[src/rtl/booth_sched_pkg.sv]
// Shared constants for the Booth multiplier scheduler.
// State encodings, default watchdog limit and a width helper.
package booth_sched_pkg;

    localparam logic [2:0] S_IDLE   = 3'd0;
    localparam logic [2:0] S_GRANT  = 3'd1;
    localparam logic [2:0] S_LAUNCH = 3'd2;
    localparam logic [2:0] S_WAIT   = 3'd3;
    localparam logic [2:0] S_RESP   = 3'd4;

    localparam int DEF_TIMEOUT = 128;

    // Bits needed to hold values 0..v-1.
    function automatic int clog2(input int v);
        int r;
        r = 0;
        while ((1 << r) < v) r++;
        return r;
    endfunction

endpackage

[src/rtl/booth_mul_scheduler_rr_arbiter.sv]
// Combinational round-robin pick among the pending requesters.
// Search starts just after ptr and wraps modulo N_REQ.
module rr_arbiter
#(
    parameter int N_REQ = 4,
    parameter int ID_W  = 2
)(
    input  logic [N_REQ-1:0] req,
    input  logic [ID_W-1:0]  ptr,
    output logic [N_REQ-1:0] gnt,
    output logic [ID_W-1:0]  id,
    output logic             any
);

    logic [ID_W:0]   sum;
    logic [ID_W-1:0] idx;
    logic            found;

    assign any = |req;

    // First requesting index at ptr+1, ptr+2, ... wins.
    always_comb begin
        gnt   = '0;
        id    = '0;
        found = 1'b0;
        sum   = '0;
        idx   = '0;
        for (int i = 1; i <= N_REQ; i++) begin
            sum = {1'b0, ptr} + (ID_W+1)'(i);
            if (sum >= (ID_W+1)'(N_REQ))
                sum = sum - (ID_W+1)'(N_REQ);
            idx = sum[ID_W-1:0];
            if (!found && req[idx]) begin
                found    = 1'b1;
                gnt[idx] = 1'b1;
                id       = idx;
            end
        end
    end

endmodule

[src/rtl/booth_mul_scheduler.sv]
// Shares one sequential Booth multiplier among N_REQ clients.
// Round-robin grant, single op in flight, watchdog, tagged response.
module booth_mul_scheduler
    import booth_sched_pkg::*;
#(
    parameter int WIDTH   = 32,
    parameter int N_REQ   = 4,
    parameter int ID_W    = 2,
    parameter int TIMEOUT = DEF_TIMEOUT
)(
    input  logic                   clk,
    input  logic                   rst,
    input  logic [N_REQ-1:0]       req_valid,
    output logic [N_REQ-1:0]       req_ready,
    input  logic [N_REQ*WIDTH-1:0] req_a,
    input  logic [N_REQ*WIDTH-1:0] req_b,
    output logic                   rsp_valid,
    input  logic                   rsp_ready,
    output logic [ID_W-1:0]        rsp_id,
    output logic [2*WIDTH-1:0]     rsp_product,
    output logic                   rsp_err,
    output logic                   mul_start,
    output logic [WIDTH-1:0]       mul_multiplicand,
    output logic [WIDTH-1:0]       mul_multiplier,
    input  logic [2*WIDTH-1:0]     mul_product,
    input  logic                   mul_done
);

    localparam int CNT_W = clog2(TIMEOUT + 1);

    logic [2:0]       state;
    logic [ID_W-1:0]  ptr;
    logic [ID_W-1:0]  win_id;
    logic [N_REQ-1:0] gnt_q;
    logic [ID_W-1:0]  arb_id;
    logic [N_REQ-1:0] arb_gnt;
    logic             arb_any;
    logic             done_q;
    logic [CNT_W-1:0] cnt;
    logic             done_edge;
    logic             tmo;

    rr_arbiter #(
        .N_REQ(N_REQ),
        .ID_W (ID_W)
    ) u_arb (
        .req(req_valid),
        .ptr(ptr),
        .gnt(arb_gnt),
        .id (arb_id),
        .any(arb_any)
    );

    assign req_ready = (state == S_GRANT) ? gnt_q : '0;
    assign mul_start = (state == S_LAUNCH);

    // cnt is zero only in the first WAIT cycle, where a stale done
    // level left over from the previous op must not count.
    assign done_edge = mul_done & ~done_q & (cnt != '0);
    assign tmo       = (cnt == CNT_W'(TIMEOUT - 1));

    // Main control: arbitration, operand capture, wait and response.
    always_ff @(posedge clk or posedge rst) begin
        if (rst) begin
            state            <= S_IDLE;
            ptr              <= ID_W'(N_REQ - 1);
            win_id           <= '0;
            gnt_q            <= '0;
            done_q           <= 1'b0;
            cnt              <= '0;
            mul_multiplicand <= '0;
            mul_multiplier   <= '0;
            rsp_valid        <= 1'b0;
            rsp_id           <= '0;
            rsp_product      <= '0;
            rsp_err          <= 1'b0;
        end else begin
            case (state)
                S_IDLE: begin
                    if (arb_any) begin
                        win_id <= arb_id;
                        gnt_q  <= arb_gnt;
                        state  <= S_GRANT;
                    end
                end
                S_GRANT: begin
                    if (|(req_valid & gnt_q)) begin
                        mul_multiplicand <=
                            req_a[int'(win_id)*WIDTH +: WIDTH];
                        mul_multiplier   <=
                            req_b[int'(win_id)*WIDTH +: WIDTH];
                        ptr   <= win_id;
                        state <= S_LAUNCH;
                    end else begin
                        state <= S_IDLE;
                    end
                end
                S_LAUNCH: begin
                    cnt   <= '0;
                    state <= S_WAIT;
                end
                S_WAIT: begin
                    done_q <= mul_done;
                    if (cnt != CNT_W'(TIMEOUT))
                        cnt <= cnt + 1'b1;
                    if (done_edge) begin
                        rsp_valid   <= 1'b1;
                        rsp_id      <= win_id;
                        rsp_product <= mul_product;
                        rsp_err     <= 1'b0;
                        state       <= S_RESP;
                    end else if (tmo) begin
                        rsp_valid   <= 1'b1;
                        rsp_id      <= win_id;
                        rsp_product <= '0;
                        rsp_err     <= 1'b1;
                        state       <= S_RESP;
                    end
                end
                S_RESP: begin
                    if (rsp_ready) begin
                        rsp_valid <= 1'b0;
                        state     <= S_IDLE;
                    end
                end
                default: state <= S_IDLE;
            endcase
        end
    end

endmodule

[config.mk]
export PLATFORM = sky130hd
export DESIGN_NAME = booth_mul_scheduler
export DESIGN_NICKNAME = d
export VERILOG_FILES = /design/src/rtl/booth_sched_pkg.sv /design/src/rtl/booth_mul_scheduler_rr_arbiter.sv /design/src/rtl/booth_mul_scheduler.sv
export SDC_FILE = /design/constraint.sdc
export NUM_CORES = 1
export LEC_CHECK = 0
export BUFFER_PORTS_ARGS = -buffer_cell sky130_fd_sc_hd__buf_4
export CAP_MARGIN = 20
export CORE_ASPECT_RATIO = 0.9
export CORE_MARGIN = 4
export CORE_UTILIZATION = 25
export DETAILED_ROUTE_END_ITERATION = 10
export PLACE_DENSITY = 0.52
export SLEW_MARGIN = 0
export SYNTH_ARGS = -nofsm -noshare
export SYNTH_HDL_FRONTEND = slang
export SYNTH_SLANG_ARGS = --single-unit
[constraint.sdc]
create_clock -name clk -period 5.4 [get_ports clk]
set_clock_uncertainty 0.05 [all_clocks]
set_input_delay 0.54 -clock clk [delete_from_list [all_inputs] [get_ports clk]]
set_output_delay 0.54 -clock clk [all_outputs]
set_load 0.03 [all_outputs]
==> metrics, run 1 <==
outcome finished clean; DRT antenna net count 0; first-pass GRT wire length 45710 um; Fin. Hold Viols 0; unrepaired setup endpoints after global routing false; Detailed Routing Iterations Pass 1 4; Lkg Pwr 5.795 nW; area grow syn2layout 57.15%; asr flop ratio synth 1.000; Clock Latency Late Sink 0.43 ns; cts hold-fix bufs 0; Worst Hold Class in2async; Core Util, Final 0.4028; I/O pin cnt 465; final setup TNS 0 ns; Main synth FF type dfrtp_1; cells after synthesis 539; PortBufs about 460; Vias/cell 4.764; Worst R2R End win_id[1]; final number of max-transition violations 0; max_cap viols 0; r2r worst-path depth 6; CTS buffer count 17; Total Wirelength 30880 um; # fillers 2915; number of global-route vias before repair between 6000 and 7000; ranking of synthesized cells by area dfrtp_1 48%, mux4_2 19%, mux2_2 9.7%, a22o_1 7.2%, buf_2 1.7%; Pwr per Cell Area 613.7 mW/mm^2; Seq/Total Area, Yosys 0.4908; Worst Max-Slew Pin Slew ~0.96 ns; worst endpoint required time approximately 5.7 ns; synthesized flop and latch total 152; Die Ht 175.1 um; die area 0.03391 mm^2; Final Wtd Congestion roughly 0.9; setup bufs post-CTS 0; Ys Warns 0; die width 193.7 um; FF+latch area 0.003811 mm^2; first-iteration detailed-routing DRC count about 330; # setup viols final 0; Synth area leader dfrtp_1; Nets 1326; PostCTS Resize Cnt 0; DRC 0; DR WL/cell 22.00 um; worst relative slew slack 0.3606; CTS H-Tree Depth 4; largest net degree at the start of global routing a little under 70; HPWL Detailed roughly 24000 um; Post-synth EDFFs 0; Crit Path Max Fanout 17; CTS clock-pin slew for the worst setup and hold paths 0.08 ns; reg-to-reg slack, setup 2.62 ns; Core Region 0.03025 mm^2; Clock Tree Buf Depth 2; Synth top area share 0.4840; critical path arrival approximately 3.0 ns; worst reg2reg path startpoint ptr[0]; Tmin final 2.776 ns; highest clock rate 0.3602 GHz; ant diodes 0; clk root buf clkbuf_16; kind of critical path reg2reg; area occupied by multi-input gates roughly 0.0037 mm^2; GRT overflow 0; final worst-path cycle share 0.5141; CP Capture Type flop; CTS tree yes; Synth Net Count approximately 880; average size of a mapped cell 14.39 um^2; Startpoint Class flop; Netlist Area Pre-Place ~0.0078 mm^2; VDD IR-drop max 0.2340 mV; row cnt 60; Netlist cell types 50; detailed-route via count 6689; clk sink count ~150; share of layout cells above drive strength 1 0.6523; initial antenna violation count 0; GRT Total Usage 0.1763; Starting Density 0.2563
metrics by stage:
| step | std cells | hold slack, ns | total power, mW | setup slack [ns] | area (um^2) |
|---|---|---|---|---|---|
| after global routing | 1404 | 0.1539 | 7.923 | 2.347 | 12190 |
| after global placement | 1371 | 0.4226 | 6.353 | 2.590 | 11610 |
| after CTS | 1403 | 0.1351 | 7.582 | 2.593 | 12170 |
| after floorplan | 539 | 0.4003 | 4.813 | 0.7202 | 7755 |
| final | 1404 | 0.1267 | 7.479 | 2.624 | 12190 |
| after detailed placement | 1371 | 0.4361 | 6.368 | 2.564 | 11610 |
power by group:
part           switching, mW  total, mW  internal (mW)
sequential             0.469       2.17           1.70
combinational           2.22       4.14           1.92
clock                  0.564       1.17          0.610
total                   3.25       7.48           4.23
cell usage after synthesis, types with 2 or more instances:
cell / number
buf_4: 4
dfrtp_1: 150
a22o_1: 64
nor3b_1: 2
a21oi_1: 2
nand2_1: 22
o21ai_0: 7
nand4_1: 5
ha_1: 10
and2_1: 5
mux2i_1: 3
inv_1: 8
nor2_1: 28
clkbuf_1: 10
mux2_2: 67
a221oi_1: 5
xor2_1: 5
nor3_1: 3
a31oi_1: 5
and3b_1: 2
and3_1: 2
nor4_1: 2
o211ai_1: 2
buf_6: 2
nand2b_1: 2
mux4_2: 65
nor2b_1: 5
buf_2: 27
o41ai_1: 2
dfstp_2: 2
a22oi_1: 2
registers in the layout, summed over array words and instances (netlist names):
name,cells
rsp_valid,1
done_q,1
mul_multiplier,32
gnt_q,4
ptr,2
rsp_product,64
state,3
rsp_err,1
rsp_id,2
mul_multiplicand,32
cnt,8
win_id,2
worst max-delay path, cell delays in order, from the launching register on:
cell and delay, ns:
dfstp_2 0.74, inv_1 0.22, ha_1 0.45, or3b_1 0.42, a311oi_2 0.44, nand2_1 0.10, a31o_2 0.24
layer usage:
| metal | GRT usage | vias up | share of wire |
|---|---|---|---|
| met2 | 0.3020 | 236 | 0.52 |
| met5 | 0 | - | 0 |
| met4 | 0.04661 | 0 | 0.019 |
| met3 | 0.04338 | 27 | 0.053 |
| li1 | - | 2991 | - |
| met1 | 0.2239 | 3435 | 0.41 |
cells by family after synthesis:
group,synth area share
AOI/OAI and AO/OA,0.1045
xor gates and xnor gates,0.006776
adders and majority gates,0.01613
buffers and inverters,0.03340
DFF,0.4908
muxes,0.2899
and+or+nand+nor,0.05840
layout make-up:
type,count,share of cell area
flip-flops and latches,152,0.3127
multi-input cells,335,0.3040
repair buffers,474,0.2930
well taps,403,0.04138
clock buffers,18,0.03522
clock inverters,14,0.01078
inverters,8,0.002875
placed cells by master, fill, tap and decap left out, types with 5 or more instances in the layout:
cell       synthesis  final
nand2_1           22     22
and2_1             5      5
mux4_2            65     65
buf_4              4    473
xor2_1             5      5
inv_6              0      6
a221oi_1           5      5
o21ai_0            7      7
nor2_1            28     27
nand4_1            5      5
inv_1              8      7
mux2_2            67     67
a31oi_1            5      5
dfrtp_1          150    148
ha_1              10     10
a22o_1            64     64
clkbuf_16          0     17
nor2b_1            5      5
how the worst max path moves through the flow:
stage                       from              endpoint  slack [ns]  depth (start not counted)
global placement    req_valid[2]     mul_multiplier[1]        2.59                          5
finish                    ptr[0]             win_id[1]        2.62                          6
CTS                     state[0]     mul_multiplier[2]        2.59                          4
global route              ptr[0]              gnt_q[3]        2.35                          7
detailed placement  req_valid[2]  mul_multiplicand[24]        2.56                          5
floorplan                    rst                cnt[0]        0.72                          1
Note: power is estimated with default switching activity, not from simulation.
==> run 2: changes to the inputs <==
--- a/config.mk
+++ b/config.mk
@@ -5,13 +5,14 @@
 export SDC_FILE = /design/constraint.sdc
 export NUM_CORES = 1
 export LEC_CHECK = 0
+export ABC_AREA = 1
 export BUFFER_PORTS_ARGS = -buffer_cell sky130_fd_sc_hd__buf_4
 export CAP_MARGIN = 20
 export CORE_ASPECT_RATIO = 0.9
 export CORE_MARGIN = 4
 export CORE_UTILIZATION = 25
 export DETAILED_ROUTE_END_ITERATION = 10
-export PLACE_DENSITY = 0.52
+export PLACE_DENSITY = 0.53
 export SLEW_MARGIN = 0
 export SYNTH_ARGS = -nofsm -noshare
 export SYNTH_HDL_FRONTEND = slang
==> constraint.sdc (replaced) <==
create_clock -name clk -period 2.25 [get_ports clk]
set_clock_uncertainty 0.05 [all_clocks]
set_input_delay 0.225 -clock clk [delete_from_list [all_inputs] [get_ports clk]]
set_output_delay 0.225 -clock clk [all_outputs]
set_load 0.03 [all_outputs]
==> metrics, run 2 <==
outcome finished clean; Post-synth EDFFs 0; CP Capture Type flop; # setup viols final 0; xor/xnor share of the synthesized area 0.002080; cells after synthesis 1139; share of layout cells above drive strength 1 0.3382; hold path cells 3; Total Wirelength between 30000 and 40000 um; cell area after layout about 0.013 mm^2; die width 201.5 um; metal3 WL 2590 um; area share of fa/ha/maj cells after synthesis 0.01486; HPWL Detailed around 25000 um; Lkg Pwr 6.987 nW; Final Wtd Congestion 0.8447; worst endpoint required time between 2 and 3 ns; largest net degree at the start of global routing 100; biggest regs rsp_product (64), mul_multiplicand (32), mul_multiplier (32); GRT Total Usage 0.1785; CTS clock-pin slew for the worst setup and hold paths 0.07 ns; GRT overflow 0; Hold Crit Endpoint rsp_product[25]; DRT antenna net count 0; most frequent cells in the layout 475 x buf_4, 366 x nand2_1, 162 x nor2_1; critical path arrival 2.31 ns; max_cap viols 0; switching share of power 0.5015; r2r worst-path depth 10; Fin. Hold Viols 0; most common cell after layout, fill and taps aside buf_4; area grow syn2layout 59.44%; Ys Warns 0; Worst Hold Class in2reg; synthesized flop and latch total 152; Synth Net Count between 1000 and 1500; Detailed Routing Iterations Pass 1 5; clock share of power 0.152; Largest Register rsp_product; average size of a mapped cell roughly 7.4 um^2; PortBufs 464; Synth area leader dfrtp_1; Seq/Total Area, Yosys 0.4519; Seq pwr share 0.257; Clock Tree Buf Depth 2; worst relative slew slack 0.6035; detailed-route via count 9613; ant diodes 0; reg-to-reg slack, setup 0.24 ns; DR WL/cell 16.56 um; met2 routed WL 16400 um; I/O pin cnt 465; ranking of synthesized cells by area dfrtp_1 45%, nand2_1 16%, o21ai_0 8.1%, nor2_1 7.2%, nand3_1 5.3%; number of global-route vias before repair 9793; worst hold slack 0.04752 ns; first-iteration detailed-routing DRC count 517; Vias/cell approximately 4.7; HP Start mul_product[25]; Nets around 2000; clk root buf clkbuf_16; post-synthesis compound-gate area fraction 0.1446; mux share of post-synthesis cell area 0; Gate power share 0.591; Main synth FF type dfrtp_1; Die Ht 182.1 um; Worst Max-Slew Pin Slew roughly 0.59 ns; unrepaired setup endpoints after global routing false; final number of max-transition violations 0; CTS tree yes; Synth top area share 0.4457; Pwr per Cell Area 1395 mW/mm^2; Tmin final 2.011 ns; Netlist Area Pre-Place 0.008422 mm^2; Starting Density 0.2544; final worst-path cycle share 0.8938; count leader, synth nand2_1; kind of critical path reg2reg; internal power 9.339 mW; CTS buffer count 17; worst reg2reg path startpoint ptr[1]; PnR Total Power 18.73 mW; CTS H-Tree Depth 4; final setup TNS 0 ns; row cnt 63; Crit Path Max Fanout 7; clk sink count 152; asr flop ratio synth 1.000; Placed Area 0.01219 mm^2; Worst R2R End win_id[1]; Netlist cell types 33; Post-synth top cells 366 x nand2_1, 162 x nor2_1, 150 x dfrtp_1, 137 x o21ai_0, 90 x nand3_1; Startpoint Class flop; first-pass GRT wire length 53300 um; DR top layer met4; highest clock rate 0.4973 GHz; Switch Pwr 9.394 mW; Metal-1 WL 14040 um; post-synthesis simple-gate area fraction 0.3093; largest family of logic cells by synthesized area simple AND/OR/NAND/NOR gates; VDD IR-drop max 0.7061 mV; initial antenna violation count 0; die area 0.03669 mm^2; DRC 0; Clock Latency Late Sink 0.43 ns; Core Region between 0.03 and 0.04 mm^2; Largest register FFs 64
## run 2: changes by cell type after synthesis, moves of 11 or more
| cell | change |
|---|---|
| nor2_1 | +134 |
| buf_2 | -11 |
| a22o_1 | -64 |
| clkbuf_1 | +19 |
| o21ai_0 | +130 |
| nand2_1 | +344 |
| inv_1 | +20 |
| buf_4 | +12 |
| nand3_1 | +89 |
| mux2_2 | -67 |
| o22ai_1 | +67 |
| mux4_2 | -65 |
## run 2: cells by family (layout without fill, tap and decap cells)
family | count (synthesis) | count (layout)
xor gates and xnor gates | 2 | 2
buffers and inverters | 115 | 617
adders and majority gates | 10 | 10
AOI/OAI and AO/OA | 219 | 219
DFF | 152 | 152
and+or+nand+nor | 641 | 641
## run 2: area by class of cell
cell class	count	area (um^2)
Tap cell	422	528.0
Fill cell	3362	19680
Sequential cell	152	3811
Multi-Input combinational cell	872	3965
Timing Repair Buffer	547	4387
Clock inverter	14	150.1
Clock buffer	18	429.2
Inverter	38	157.7
## run 2: how the worst max path moves through the flow
stage | startpoint | endpoint | slack, ns | cells past startpoint
CTS | ptr[1] | win_id[0] | 0.23 | 8
finish | ptr[1] | win_id[1] | 0.24 | 10
global route | ptr[1] | win_id[1] | 0.003 | 10
detailed placement | ptr[1] | gnt_q[2] | 0.24 | 10
global placement | ptr[0] | win_id[0] | 0.33 | 8
floorplan | rst | cnt[0] | 0.06 | 1
## run 2: per-stage QoR
step	util	cells	setup slack (ns)
CTS	0.4046	2059	0.2318
finish	0.4056	2063	0.2390
global route	0.4056	2063	0.003232
floorplan	-	1139	0.05969
global placement	0.3683	1965	0.3257
detailed placement	0.3683	1965	0.2384
## run 2: critical path: stages (launching register included)
cell        delay (ns)
dfstp_2           0.62
clkinvlp_4        0.18
ha_1              0.37
inv_1             0.09
nand3_1           0.08
nand2_1           0.09
nor2_4            0.18
nand3_1           0.09
nand3_1           0.07
nor2_1            0.04
nor2_1            0.08
## run 2: power by group through the flow
stage	logic [mW]	clock network [mW]	registers, mW
5_1_grt	12.2	3.07	4.97
2_1_floorplan	5.24	0	6.72
3_3_place_gp	11.0	0	4.82
3_5_place_dp	11.1	0	4.83
6_report	11.1	2.85	4.81
4_1_cts	11.2	2.96	4.82
## run 2: repair_timing
item                                   in CTS  in global routing
endpoints found under the hold margin     211                  0
hold buffers                               62                  0
gates resized for setup                     0                  1
setup endpoints to repair                   0                  1
setup buffers                               0                  4
## run 2: per-layer routing
layer	up-vias	global-route usage
met3	55	0.05313
met4	0	0.06506
met5	-	0
met2	407	0.2999
li1	4711	-
met1	4440	0.2181
